--- src/rtl/state_ctrl_reg_pkg.sv ---
// Shared CPU control definitions: pipeline state encodings and default widths
// for the instruction-sequencing state register.
package state_ctrl_reg_pkg;

  localparam int STATE_W_DEF    = 3;
  localparam int NUM_STATES_DEF = 5;

  typedef enum logic [STATE_W_DEF-1:0] {
    ST_IF  = 3'd0,
    ST_ID  = 3'd1,
    ST_EXE = 3'd2,
    ST_MEM = 3'd3,
    ST_WB  = 3'd4
  } cpu_state_e;

  function automatic int cyc_width(input int max_cyc);
    return $clog2(max_cyc) + 1;
  endfunction

endpackage

--- src/rtl/state_ctrl_reg_wrap_counter.sv ---
// Free-running wrap-around event counter with synchronous clear, clocked on
// the falling edge so it shares the state register's update edge.
module wrap_counter #(
  parameter int W = 16
) (
  input  logic         clk,
  input  logic         clr,
  input  logic         en,
  output logic [W-1:0] cnt
);

  logic [W-1:0] cnt_q = '0;
  logic [W-1:0] cnt_d;

  always_comb begin
    cnt_d = cnt_q;
    if (en) cnt_d = cnt_q + W'(1);
  end

  always_ff @(negedge clk) begin
    if (clr) cnt_q <= '0;
    else     cnt_q <= cnt_d;
  end

  assign cnt = cnt_q;

endmodule

--- src/rtl/state_ctrl_reg.sv ---
// CPU control state register: tracks the pipeline state, the previous state,
// a per-instruction watchdog and a retired-instruction count.
module state_ctrl_reg
  import state_ctrl_reg_pkg::*;
#(
  parameter int STATE_W     = STATE_W_DEF,
  parameter int NUM_STATES  = NUM_STATES_DEF,
  parameter int FETCH_STATE = int'(ST_IF),
  parameter int MAX_CYC     = 8,
  parameter int CNT_W       = 16,
  localparam int CYC_W      = cyc_width(MAX_CYC)
) (
  input  logic               CLK,
  input  logic               RST,
  input  logic [STATE_W-1:0] next_state,
  input  logic               stall,
  input  logic               flush,
  input  logic               err_clr,
  output logic [STATE_W-1:0] out,
  output logic [STATE_W-1:0] prev_state,
  output logic [CYC_W-1:0]   cyc_cnt,
  output logic               retire,
  output logic [CNT_W-1:0]   instr_cnt,
  output logic               err_illegal,
  output logic               err_timeout
);

  localparam logic [STATE_W-1:0] FETCH_ST = STATE_W'(FETCH_STATE);
  localparam logic [CYC_W-1:0]   CYC_LAST = CYC_W'(MAX_CYC - 1);

  // Initialisers give reset-equivalent power-up values in simulation.
  logic [STATE_W-1:0] out_q         = FETCH_ST;
  logic [STATE_W-1:0] prev_q        = FETCH_ST;
  logic [CYC_W-1:0]   cyc_q         = '0;
  logic               retire_q      = 1'b0;
  logic               err_illegal_q = 1'b0;
  logic               err_timeout_q = 1'b0;

  logic [STATE_W-1:0] out_d, prev_d;
  logic [CYC_W-1:0]   cyc_d;
  logic               retire_d, err_illegal_d, err_timeout_d;
  logic               is_illegal, is_timeout;

  assign is_illegal = 32'(next_state) >= NUM_STATES;
  assign is_timeout = (next_state != FETCH_ST) && (cyc_q == CYC_LAST);

  always_comb begin
    out_d         = out_q;
    prev_d        = prev_q;
    cyc_d         = cyc_q;
    retire_d      = 1'b0;
    err_illegal_d = err_illegal_q & ~err_clr;
    err_timeout_d = err_timeout_q & ~err_clr;

    if (flush) begin
      out_d  = FETCH_ST;
      prev_d = out_q;
      cyc_d  = '0;
    end else if (!stall) begin
      prev_d = out_q;
      if (is_illegal) begin
        out_d         = FETCH_ST;
        cyc_d         = '0;
        err_illegal_d = 1'b1;
      end else if (is_timeout) begin
        out_d         = FETCH_ST;
        cyc_d         = '0;
        err_timeout_d = 1'b1;
      end else begin
        out_d = next_state;
        if (next_state == FETCH_ST) begin
          // A fetch self-loop is idle time, not a completed instruction.
          cyc_d    = '0;
          retire_d = (out_q != FETCH_ST);
        end else begin
          cyc_d = cyc_q + CYC_W'(1);
        end
      end
    end
  end

  always_ff @(negedge CLK) begin
    if (RST) begin
      out_q         <= FETCH_ST;
      prev_q        <= FETCH_ST;
      cyc_q         <= '0;
      retire_q      <= 1'b0;
      err_illegal_q <= 1'b0;
      err_timeout_q <= 1'b0;
    end else begin
      out_q         <= out_d;
      prev_q        <= prev_d;
      cyc_q         <= cyc_d;
      retire_q      <= retire_d;
      err_illegal_q <= err_illegal_d;
      err_timeout_q <= err_timeout_d;
    end
  end

  wrap_counter #(.W(CNT_W)) u_instr_cnt (
    .clk (CLK),
    .clr (RST),
    .en  (retire_d),
    .cnt (instr_cnt)
  );

  assign out         = out_q;
  assign prev_state  = prev_q;
  assign cyc_cnt     = cyc_q;
  assign retire      = retire_q;
  assign err_illegal = err_illegal_q;
  assign err_timeout = err_timeout_q;

endmodule

--- config.mk ---
export PLATFORM = sky130hd
export DESIGN_NAME = state_ctrl_reg
export DESIGN_NICKNAME = d
export VERILOG_FILES = /design/src/rtl/state_ctrl_reg_pkg.sv /design/src/rtl/state_ctrl_reg_wrap_counter.sv /design/src/rtl/state_ctrl_reg.sv
export SDC_FILE = /design/constraint.sdc
export NUM_CORES = 1
export LEC_CHECK = 0
export CAP_MARGIN = 10
export CELL_PAD_IN_SITES_DETAIL_PLACEMENT = 0
export CELL_PAD_IN_SITES_GLOBAL_PLACEMENT = 1
export CORE_ASPECT_RATIO = 0.6
export CORE_MARGIN = 4
export CORE_UTILIZATION = 30
export CTS_CLUSTER_DIAMETER = 100
export DETAILED_ROUTE_END_ITERATION = 10
export DONT_BUFFER_PORTS = 1
export PLACE_DENSITY_LB_ADDON = 0.1
export SYNTH_ARGS = -nofsm -noshare
export SYNTH_HDL_FRONTEND = slang
export SYNTH_HIERARCHICAL = 1
export SYNTH_SLANG_ARGS = --single-unit
--- constraint.sdc ---
create_clock -name CLK -period 4.2 [get_ports CLK]
set_input_delay 0.63 -clock CLK [delete_from_list [all_inputs] [get_ports CLK]]
set_output_delay 0.63 -clock CLK [all_outputs]
set_load 0.05 [all_outputs]
# ---- After elaboration in Yosys (flattened, before gate mapping)
# Cells that the tools add are included.
dict set report word_totals {
  regBits 29
  input_bits 8
}
dict set report op_classes {
  n_eq_ne 2
  add_sub_neg 2
  mux 19
  magnitude_cmp 1
  n_bitwise 3
  n_reduce_logical 5
}
# cell count
set ops {}
lappend ops {{adder 16 x 1 -> 16 bit, second input constant} 1}
lappend ops {{two-way mux 1 bit} 12}
lappend ops {{two-way mux 3 bit} 4}
lappend ops {{two-way mux 4 bit} 3}
lappend ops {{nonzero test 3 bit} 2}
lappend ops {{adder 4 x 1 -> 4 bit, second input constant} 1}
lappend ops {{== test 4 x 3 -> 1 bit, second input constant} 1}
lappend ops {{>= comparator 3 bit, second input constant} 1}
lappend ops {{zero test 3 bit} 1}
lappend ops {{AND 1 bit} 2}
lappend ops {{!= test 2 x 1 -> 1 bit, second input constant} 1}
lappend ops {{OR reduction 2 bit} 1}
lappend ops {{logical AND 1 bit} 1}
lappend ops {{NOT 1 bit} 1}

# ---- Longest topological paths before layout
# Gate-level depths: netlist of the first run.
dict set report logic_depth {
  depth_word 6
  depth_mapped 8
  ltp_nobuf 7
}

# ---- Cells and area by module
# Netlist of the first run, hierarchy kept.
# mod area_per_inst_um2 cells_per_inst n_inst seq_area_each_um2
set modules_own_cells {}
lappend modules_own_cells {wrap_counter 740.7 81 1 320.3}
lappend modules_own_cells {state_ctrl_reg 575.6 63 1 260.2}

==> impl_metrics.py, run 1 <==
metrics = {
    "status": {
        "status": "finished, final reports clean",
    },
    "clock_network": {
        "worstSkewPairLatency_ns": 0.35,
        "postCtsSetupBuffers": 0,
        "cts_tree": "done",
        "cts_sinks": 29,
        "clock_path_buffers": 2,
        "root_buffer": "clkbuf_8",
        "cts_buffers": 5,
        "clkTransAtPathRegs_ns": 0.04,
        "cts_hold_buf": 0,
        "cts_resized": 0,
        "cts_max_level": 2,
    },
    "synthesis": {
        "syn_nets": 154,
        "syn_inst": 144,
        "synthDistinctLibCells": 37,
        "synth.ff_latch_count": 29,
        "ys_seq_area_share_pct": 44.1,
        "syn-cell-area_um2": 1320,
        "syn_area_per_cell_um2": 9.14,
        "yosys_warnings": 6,
    },
    "placement": {
        "portBuffers": 0,
        "gp_congestion": 0.726,
        "dp_hpwl_um": 2520,
        "place_area_um2": 1480,
        "place_worst_setup_slack_ns": -0.182,
    },
    "setup_path": {
        "crit_path_end_kind": "flop",
        "critPathTopFamily": "simple AND/OR/NAND/NOR gates",
        "cp.required_ns": 2.33,
        "setup.worst_path.start_class": "primary input",
        "max_stage_delay_ns": 0.38,
        "path_buf_inv": 1,
        "worst_ep_arrival_time_ns": 2.15,
        "path_class": "primary input to flop",
        "cp_slowest_cell": "or3_4",
        "cp_max_fo": 5,
        "critical_path.cell_chain": "or3_4 -> or2_4 -> nor3_2 -> buf_4 -> nand4_4 -> nor4_2 -> xnor2_1 -> nor2_1",
    },
    "timing": {
        "fin_ws_ns": 0.176,
        "worst_pin_slew_ns": 0.692,
        "finalSetupViolations": 0,
        "slew_headroom_pct": 53.8,
        "finalHoldViolations": 0,
        "worst_clock_skew_ns": 0.0165,
        "rsz0062_at_grt": "false",
        "slew_viol_final": 0,
    },
    "routing": {
        "num_vias": 1219,
        "route.detailed.drc": 0,
        "drtIter0Drc": 33,
        "drt-vias-per-instance": 5.00,
        "wl_um": 3440,
        "dr.pass1.iters": 4,
        "wl_per_cell_um": 14.1,
        "antenna_left": 0,
    },
    "power_and_ir_drop": {
        "total_power_w": 0.000692,
        "vdd_drop_max_v": 0.000119,
        "p_leak_nw": 0.732,
        "power_density_nw_per_um2": 411,
    },
    "floorplan": {
        "die_h_um": 59.3,
        "num_rows": 18,
        "design.core.area_um2": 4170,
        "fp.dieW_um": 93.5,
        "start_util_pct": 31.6,
        "die_area_um2": 5550,
        "pin_count": 37,
    },
    "grt": {
        "grt-ovfl-total": 0,
        "grt_usage_pct": 13.6,
        "grt_first_pass_wirelength_um": 5720,
        "grt_max_degree": 25,
        "antenna_found_initial": 0,
        "grt_pass1_vias": 1215,
    },
    "run": {
        "maxCapViolations": 0,
    },
    "layout": {
        "final_cell_mix": "29 x inv_1, 29 x dfxtp_1, 26 x nor2_1",
        "final_area_um2": 1690,
        "syn_to_final_growth_pct": 28.1,
        "num_antenna_cells": 0,
        "drive_gt1_share_pct": 17.9,
        "nets": 193,
    },
    "hold_path": {
        "hold_path_class": "flop to flop",
    },
}
## sequential cells by signal (all words and copies together) (netlist names)
signal,cells
u_instr_cnt/cnt,16
err_timeout,1
retire,1
err_illegal,1
cyc_cnt,4
prev_state,3
out,3
## layout make-up
class / count / area (um2)
clock inverters: 32 / 149
well taps: 60 / 75.1
clock buffers: 5 / 68.8
multi-input cells: 108 / 738
fillers: 420 / 2480
flip-flops and latches: 29 / 581
repair buffers: 10 / 75.1
## where the power goes
part / total, W / switching (W) / internal (W)
clock network: 0.000392 / 0.000182 / 0.000210
registers: 0.000286 / 0.00000720 / 0.000279
logic: 0.0000143 / 0.00000729 / 0.00000696
## per-layer routing
metal  routed length, um  vias to the layer above  global-route usage (%)  part of all wire, %
met5                   0                        -                       0                    0
met4                  97                        0                    10.9                  2.8
met3                 334                       10                    6.73                  9.7
met2                1390                       48                    18.1                   40
met1                1620                      566                    16.5                   47
li1                    -                      595                       -                    -
## per-stage QoR
stage / TNS (ns) / utilization (%) / std cells / hold slack [ns]
after floorplan: -0.501 / - / 144 / 0.684
after global placement: -0.684 / 35.4 / 209 / 0.699
after detailed placement: -1.17 / 35.4 / 209 / 0.708
after CTS: 0 / 40.5 / 244 / 0.718
after global routing: 0 / 40.5 / 244 / 0.737
final: 0 / 40.5 / 244 / 0.712
## synth_stat cells
| cell | number | share of area [%] |
|---|---|---|
| nand3_1 | 4 | 1.5 |
| o41ai_1 | 1 | 0.67 |
| nor4_1 | 2 | 0.95 |
| dfxtp_1 | 29 | 44 |
| nor2b_1 | 2 | 0.95 |
| nand2b_1 | 2 | 0.95 |
| nand4b_1 | 3 | 2.0 |
| nand3b_1 | 1 | 0.57 |
| or3b_2 | 1 | 0.67 |
| buf_2 | 1 | 0.38 |
| o22ai_1 | 2 | 0.95 |
| and3_2 | 1 | 0.57 |
| mux2i_1 | 4 | 3.0 |
| buf_4 | 1 | 0.57 |
| nand2_1 | 7 | 2.0 |
| nand4_4 | 1 | 1.6 |
| or2_1 | 1 | 0.48 |
| mux2_2 | 1 | 0.86 |
| inv_1 | 2 | 0.57 |
| or2_2 | 1 | 0.48 |
| xor2_1 | 6 | 4.0 |
| ha_1 | 2 | 1.9 |
| xnor2_1 | 8 | 5.3 |
| o21ai_0 | 2 | 0.76 |
| or3_1 | 2 | 0.95 |
| a21oi_1 | 5 | 1.9 |
| nor3_1 | 6 | 2.3 |
| or4_1 | 1 | 0.57 |
| nand4_2 | 2 | 1.9 |
| buf_6 | 1 | 0.86 |
| clkbuf_1 | 2 | 0.57 |
| a32oi_1 | 2 | 1.3 |
| nand4_1 | 7 | 3.3 |
| nor2_1 | 26 | 7.4 |
| and3_1 | 2 | 0.95 |
| and4_1 | 2 | 1.3 |
| or4b_2 | 1 | 0.76 |
## tightest hold or removal path, stage by stage, from the launching register on
cell	delay, ns
dfxtp_1	0.47
nand2b_1	0.14
a21oi_1	0.05
## path summary, 6_finish.rpt
| kind | to | slack (ns) | cells past startpoint | start |
|---|---|---|---|---|
| worst max-delay path | u_instr_cnt/cnt[15] | 0.18 | 8 | next_state[2] |
| worst min-delay path | err_illegal | 0.71 | 2 | err_illegal |
| worst max register to register | u_instr_cnt/cnt[15] | 2.10 | 8 | out[0] |
| worst min register to register | err_illegal | 0.71 | 2 | err_illegal |
## cells by family after synthesis
logic type / share of synthesized area [%]
simple gates: 32.2
flops: 44.1
xor+xnor: 9.32
compound gates: 5.61
buf+inv: 2.95
mux: 3.90
fa+ha+maj: 1.90
Power figures use the tool's default switching activity.
==> inputs of run 2 (changes only) <==
--- a/config.mk
+++ b/config.mk
@@ -15,6 +15,7 @@
 export DETAILED_ROUTE_END_ITERATION = 10
 export DONT_BUFFER_PORTS = 1
 export PLACE_DENSITY_LB_ADDON = 0.1
+export RECOVER_POWER = 50
 export SYNTH_ARGS = -nofsm -noshare
 export SYNTH_HDL_FRONTEND = slang
 export SYNTH_HIERARCHICAL = 1
==> constraint.sdc (replaced) <==
create_clock -name CLK -period 4.5 [get_ports CLK]
set_input_delay 0.675 -clock CLK [delete_from_list [all_inputs] [get_ports CLK]]
set_output_delay 0.675 -clock CLK [all_outputs]
set_load 0.05 [all_outputs]
==> impl_metrics.py, run 2 (same netlist as run 1, synthesis figures left out) <==
metrics = {
    "power_and_ir_drop": {
        "power_density_nw_per_um2": 412,
        "p_leak_nw": 0.746,
        "vdd_drop_max_v": 0.000173,
    },
    "setup_path": {
        "worst_ep_arrival_time_ns": 2.20,
        "max_stage_delay_ns": 0.38,
        "crit_path_end_kind": "flop",
        "path_class": "primary input to flop",
        "cp_max_fo": 5,
        "critical_path.cell_chain": "or3_1 -> or2_0 -> nor3_2 -> buf_4 -> nand4_4 -> nor4_2 -> xnor2_1 -> nor2_1",
        "cp.required_ns": 2.48,
        "setup.worst_path.start_class": "primary input",
        "cp_slowest_cell": "or3_1",
    },
    "routing": {
        "num_vias": 1172,
        "wl_um": 3500,
        "antenna_left": 0,
        "dr.pass1.iters": 4,
        "route.detailed.drc": 0,
        "drt-vias-per-instance": 4.80,
        "wl_per_cell_um": 14.3,
        "drtIter0Drc": 29,
    },
    "layout": {
        "layout_commonest_cell": "inv_1",
        "syn_to_final_growth_pct": 28.3,
        "final_area_um2": 1690,
        "final-seq-area_um2": 581,
        "drive_gt1_share_pct": 14.7,
        "num_antenna_cells": 0,
        "final_cell_mix": "30 x inv_1, 29 x dfxtp_1, 26 x nor2_1",
        "fillers": 445,
        "final_cell_count_no_fill": 244,
        "largest_reg_flops": 16,
        "multiInputGateArea_um2": 721,
        "nets": 193,
    },
    "clock_network": {
        "cts_sinks": 29,
        "cts_tree": "done",
        "clkTransAtPathRegs_ns": 0.04,
        "cts_resized": 0,
        "root_buffer": "clkbuf_8",
        "postCtsSetupBuffers": 0,
        "cts_hold_buf": 0,
        "cts_buffers": 5,
        "clock_path_buffers": 2,
        "cts_max_level": 2,
        "worstSkewPairLatency_ns": 0.34,
    },
    "placement": {
        "gp_congestion": 0.706,
        "portBuffers": 0,
        "place_area_um2": 1470,
        "placed_cells": 209,
        "dp_hpwl_um": 2530,
        "place_worst_setup_slack_ns": -0.0557,
    },
    "floorplan": {
        "die_h_um": 59.3,
        "num_rows": 18,
        "die_area_um2": 5550,
        "pin_count": 37,
        "fp.dieW_um": 93.5,
        "start_util_pct": 31.6,
        "design.core.area_um2": 4170,
    },
    "grt": {
        "grt_pass1_vias": 1222,
        "grt-ovfl-total": 0,
        "grt_max_degree": 25,
        "grt_usage_pct": 13.6,
        "grt_first_pass_wirelength_um": 5770,
        "antenna_found_initial": 0,
    },
    "timing": {
        "whs_ns": 0.708,
        "fin_ws_ns": 0.278,
        "finalSetupViolations": 0,
        "rsz0062_at_grt": "false",
        "fin_setup_tns_ns": 0,
        "worst_clock_skew_ns": 0.0133,
        "slew_headroom_pct": 53.4,
        "slew_viol_final": 0,
        "worst_pin_slew_ns": 0.697,
        "finalHoldViolations": 0,
    },
    "status": {
        "status": "finished, final reports clean",
    },
    "run": {
        "maxCapViolations": 0,
    },
    "hold_path": {
        "hold_path_class": "flop to flop",
    },
}
[run 2: cell count changes in the layout (fill, tap and decap cells not counted), sizes merged]
| cell | change |
|---|---|
| buf | -1 |
| clkinvlp | -2 |
| bufinv | +1 |
| inv | +1 |
| clkbuf | +1 |
[run 2: path summary, 6_finish.rpt]
| path | from | endpoint | slack (ns) | cells after the start |
|---|---|---|---|---|
| worst min-delay path | err_illegal | err_illegal | 0.71 | 2 |
| worst max-delay path | next_state[2] | u_instr_cnt/cnt[13] | 0.28 | 8 |
| worst min register to register | err_illegal | err_illegal | 0.71 | 2 |
| worst max register to register | out[0] | u_instr_cnt/cnt[13] | 2.39 | 8 |
[run 2: worst max-delay path: cells and delay by family]
kind	cells	cell delay [ns]
xor gates and xnor gates	1	0.15
buffers and inverters	1	0.17
and+or+nand+nor	6	1.19
[run 2: metrics by stage]
step	total power (W)	util, %
detailed placement	0.000325	35.2
global route	0.000753	40.5
CTS	0.000719	40.8
floorplan	0.000327	-
global placement	0.000325	35.2
finish	0.000696	40.5
[run 2: area by class of cell]
class / count / share of cell area [%]
sequential: 29 / 34.4
timing repair buffer: 10 / 4.22
clock buffer: 5 / 4.07
multi-input combinational: 108 / 42.7
clock inverter: 32 / 10.2
tap: 60 / 4.44
[run 2: power by group]
part / switching [W] / internal [W]
Sequential: 0.00000669 / 0.000261
Combinational: 0.00000661 / 0.00000524
Clock: 0.000164 / 0.000253
Total: 0.000177 / 0.000519
[run 2: metal layers]
layer	routed length, um	global-route usage (%)
met5	0	0
met4	16	7.10
met3	347	10.3
met2	1340	16.2
met1	1790	17.3
==> inputs of run 3 (changes only) <==
--- a/config.mk
+++ b/config.mk
@@ -9,13 +9,14 @@
 export CELL_PAD_IN_SITES_DETAIL_PLACEMENT = 0
 export CELL_PAD_IN_SITES_GLOBAL_PLACEMENT = 1
 export CORE_ASPECT_RATIO = 0.6
-export CORE_MARGIN = 4
+export CORE_MARGIN = 1.5
 export CORE_UTILIZATION = 30
 export CTS_CLUSTER_DIAMETER = 100
 export DETAILED_ROUTE_END_ITERATION = 10
 export DONT_BUFFER_PORTS = 1
 export PLACE_DENSITY_LB_ADDON = 0.1
 export RECOVER_POWER = 50
+export SLEW_MARGIN = 20
 export SYNTH_ARGS = -nofsm -noshare
 export SYNTH_HDL_FRONTEND = slang
 export SYNTH_HIERARCHICAL = 1
==> impl_metrics.py, run 3 (same netlist as run 1, synthesis figures left out) <==
metrics = {
    "clock_network": {
        "cts_hold_buf": 0,
        "clkTransAtPathRegs_ns": 0.03,
        "clock_path_buffers": 2,
        "cts_buffers": 5,
        "root_buffer": "clkbuf_8",
        "postCtsSetupBuffers": 0,
        "cts_tree": "done",
        "cts_resized": 0,
        "worstSkewPairLatency_ns": 0.35,
        "cts_max_level": 2,
        "cts_sinks": 29,
    },
    "placement": {
        "portBuffers": 0,
        "place_worst_setup_slack_ns": -0.0892,
        "dp_hpwl_um": 2310,
        "gp_congestion": 0.749,
        "placed_cells": 206,
    },
    "grt": {
        "grt_first_pass_wirelength_um": 5250,
        "grt_usage_pct": 15.2,
        "antenna_found_initial": 0,
        "grt-ovfl-total": 0,
        "grt_max_degree": 25,
        "grt_pass1_vias": 1185,
    },
    "setup_path": {
        "max_stage_delay_ns": 0.38,
        "crit_path_end_kind": "flop",
        "r2r_setup_slack_ns": 2.36,
        "worst_ep_arrival_time_ns": 2.24,
        "critical_path.cell_chain": "or3_1 -> or2_0 -> nor3_2 -> and4_4 -> nand4_1 -> mux2_4",
        "path_class": "primary input to flop",
        "cp.required_ns": 2.47,
        "critPathTopFamily": "simple AND/OR/NAND/NOR gates",
        "cp_slowest_cell": "or3_1",
        "cp-startpoint": "next_state[2]",
        "reg2reg_from": "out[0]",
        "path_buf_inv": 0,
        "setup.worst_path.start_class": "primary input",
        "cp_max_fo": 5,
    },
    "routing": {
        "antenna_left": 0,
        "drtIter0Drc": 19,
        "dr.pass1.iters": 4,
        "wl_per_cell_um": 13.5,
        "drt-vias-per-instance": 4.89,
        "num_vias": 1173,
        "wl_um": 3250,
        "route.detailed.drc": 0,
    },
    "power_and_ir_drop": {
        "vdd_drop_max_v": 0.000101,
        "p_comb_share_pct": 2.1,
        "p_leak_nw": 0.701,
        "seqPwrFrac_pct": 46.4,
        "power_density_nw_per_um2": 357,
        "p_sw_share_pct": 30.2,
        "p_switching_w": 0.000174,
        "p_int_w": 0.000402,
        "clkPwrFrac_pct": 51.6,
        "total_power_w": 0.000576,
    },
    "status": {
        "status": "finished, final reports clean",
    },
    "layout": {
        "layout_commonest_cell": "inv_1",
        "fillers": 437,
        "drive_gt1_share_pct": 12.8,
        "fin_util_pct": 38.7,
        "largest_reg_flops": 16,
        "nets": 190,
        "final_cell_count_no_fill": 240,
        "syn_to_final_growth_pct": 22.4,
        "final_cell_mix": "30 x inv_1, 29 x dfxtp_1, 26 x nor2_1",
        "num_antenna_cells": 0,
    },
    "timing": {
        "worst_clock_skew_ns": 0.0200,
        "slew_headroom_pct": 54.5,
        "worst_pin_slew_ns": 0.681,
        "slew_viol_final": 0,
        "finalSetupViolations": 0,
        "whs_ns": 0.708,
        "rsz0062_at_grt": "false",
        "finalHoldViolations": 0,
        "fin_ws_ns": 0.230,
    },
    "floorplan": {
        "fp.dieW_um": 88.5,
        "design.core.area_um2": 4170,
        "die_area_um2": 4810,
        "start_util_pct": 31.6,
        "die_h_um": 54.3,
        "num_rows": 18,
        "pin_count": 37,
    },
    "run": {
        "maxCapViolations": 0,
    },
    "hold_path": {
        "min-delay-start": "err_illegal",
        "hold_path_class": "flop to flop",
    },
}
[run 3: cell count changes in the layout (fill, tap and decap cells not counted), sizes merged]
cell and change:
buf -3, bufinv -2, clkinvlp +1
[run 3: final timing paths]
check / cells after the start / end
setup reg to reg: 6 / u_instr_cnt/cnt[14]
hold / removal: 2 / err_illegal
hold reg to reg: 2 / err_illegal
setup / recovery: 6 / u_instr_cnt/cnt[14]
[run 3: per-layer routing]
metal / share of wire [%] / up-vias / GRT usage (%) / wire length, um
li1: - / 582 / - / -
met1: 50 / 557 / 18.0 / 1620
met2: 40 / 31 / 19.2 / 1290
met3: 9.8 / 3 / 11.0 / 317
met4: 0.65 / 0 / 9.64 / 21
met5: 0 / - / 0 / 0
[run 3: power groups by stage]
stage | clock, W | combinational (W) | sequential [W]
global placement | 0.0000423 | 0.0000124 | 0.000271
finish | 0.000297 | 0.0000118 | 0.000267
floorplan | 0.0000423 | 0.0000141 | 0.000270
detailed placement | 0.0000423 | 0.0000124 | 0.000271
global route | 0.000356 | 0.0000133 | 0.000266
CTS | 0.000315 | 0.0000126 | 0.000267
[run 3: per-stage QoR]
stage / setup TNS (ns) / instance area (um2)
detailed placement: -0.246 / 1440
global route: 0 / 1610
floorplan: -0.0890 / 1350
CTS: 0 / 1620
finish: 0 / 1610
global placement: -0.0547 / 1440
[run 3: worst register-to-register path, delay by kind of cell, from the launching register on]
kind	cells	cell delay (ns)
DFF	1	0.68
muxes	1	0.36
and+or+nand+nor	5	1.00
[run 3: cell type report]
class / count / area [um2] / share of cell area (%)
repair buffers: 7 / 48.8 / 3.03
flip-flops and latches: 29 / 581 / 36.0
well taps: 60 / 75.1 / 4.66
multi-input cells: 108 / 721 / 44.7
clock buffers: 5 / 68.8 / 4.27
clock inverters: 31 / 118 / 7.30
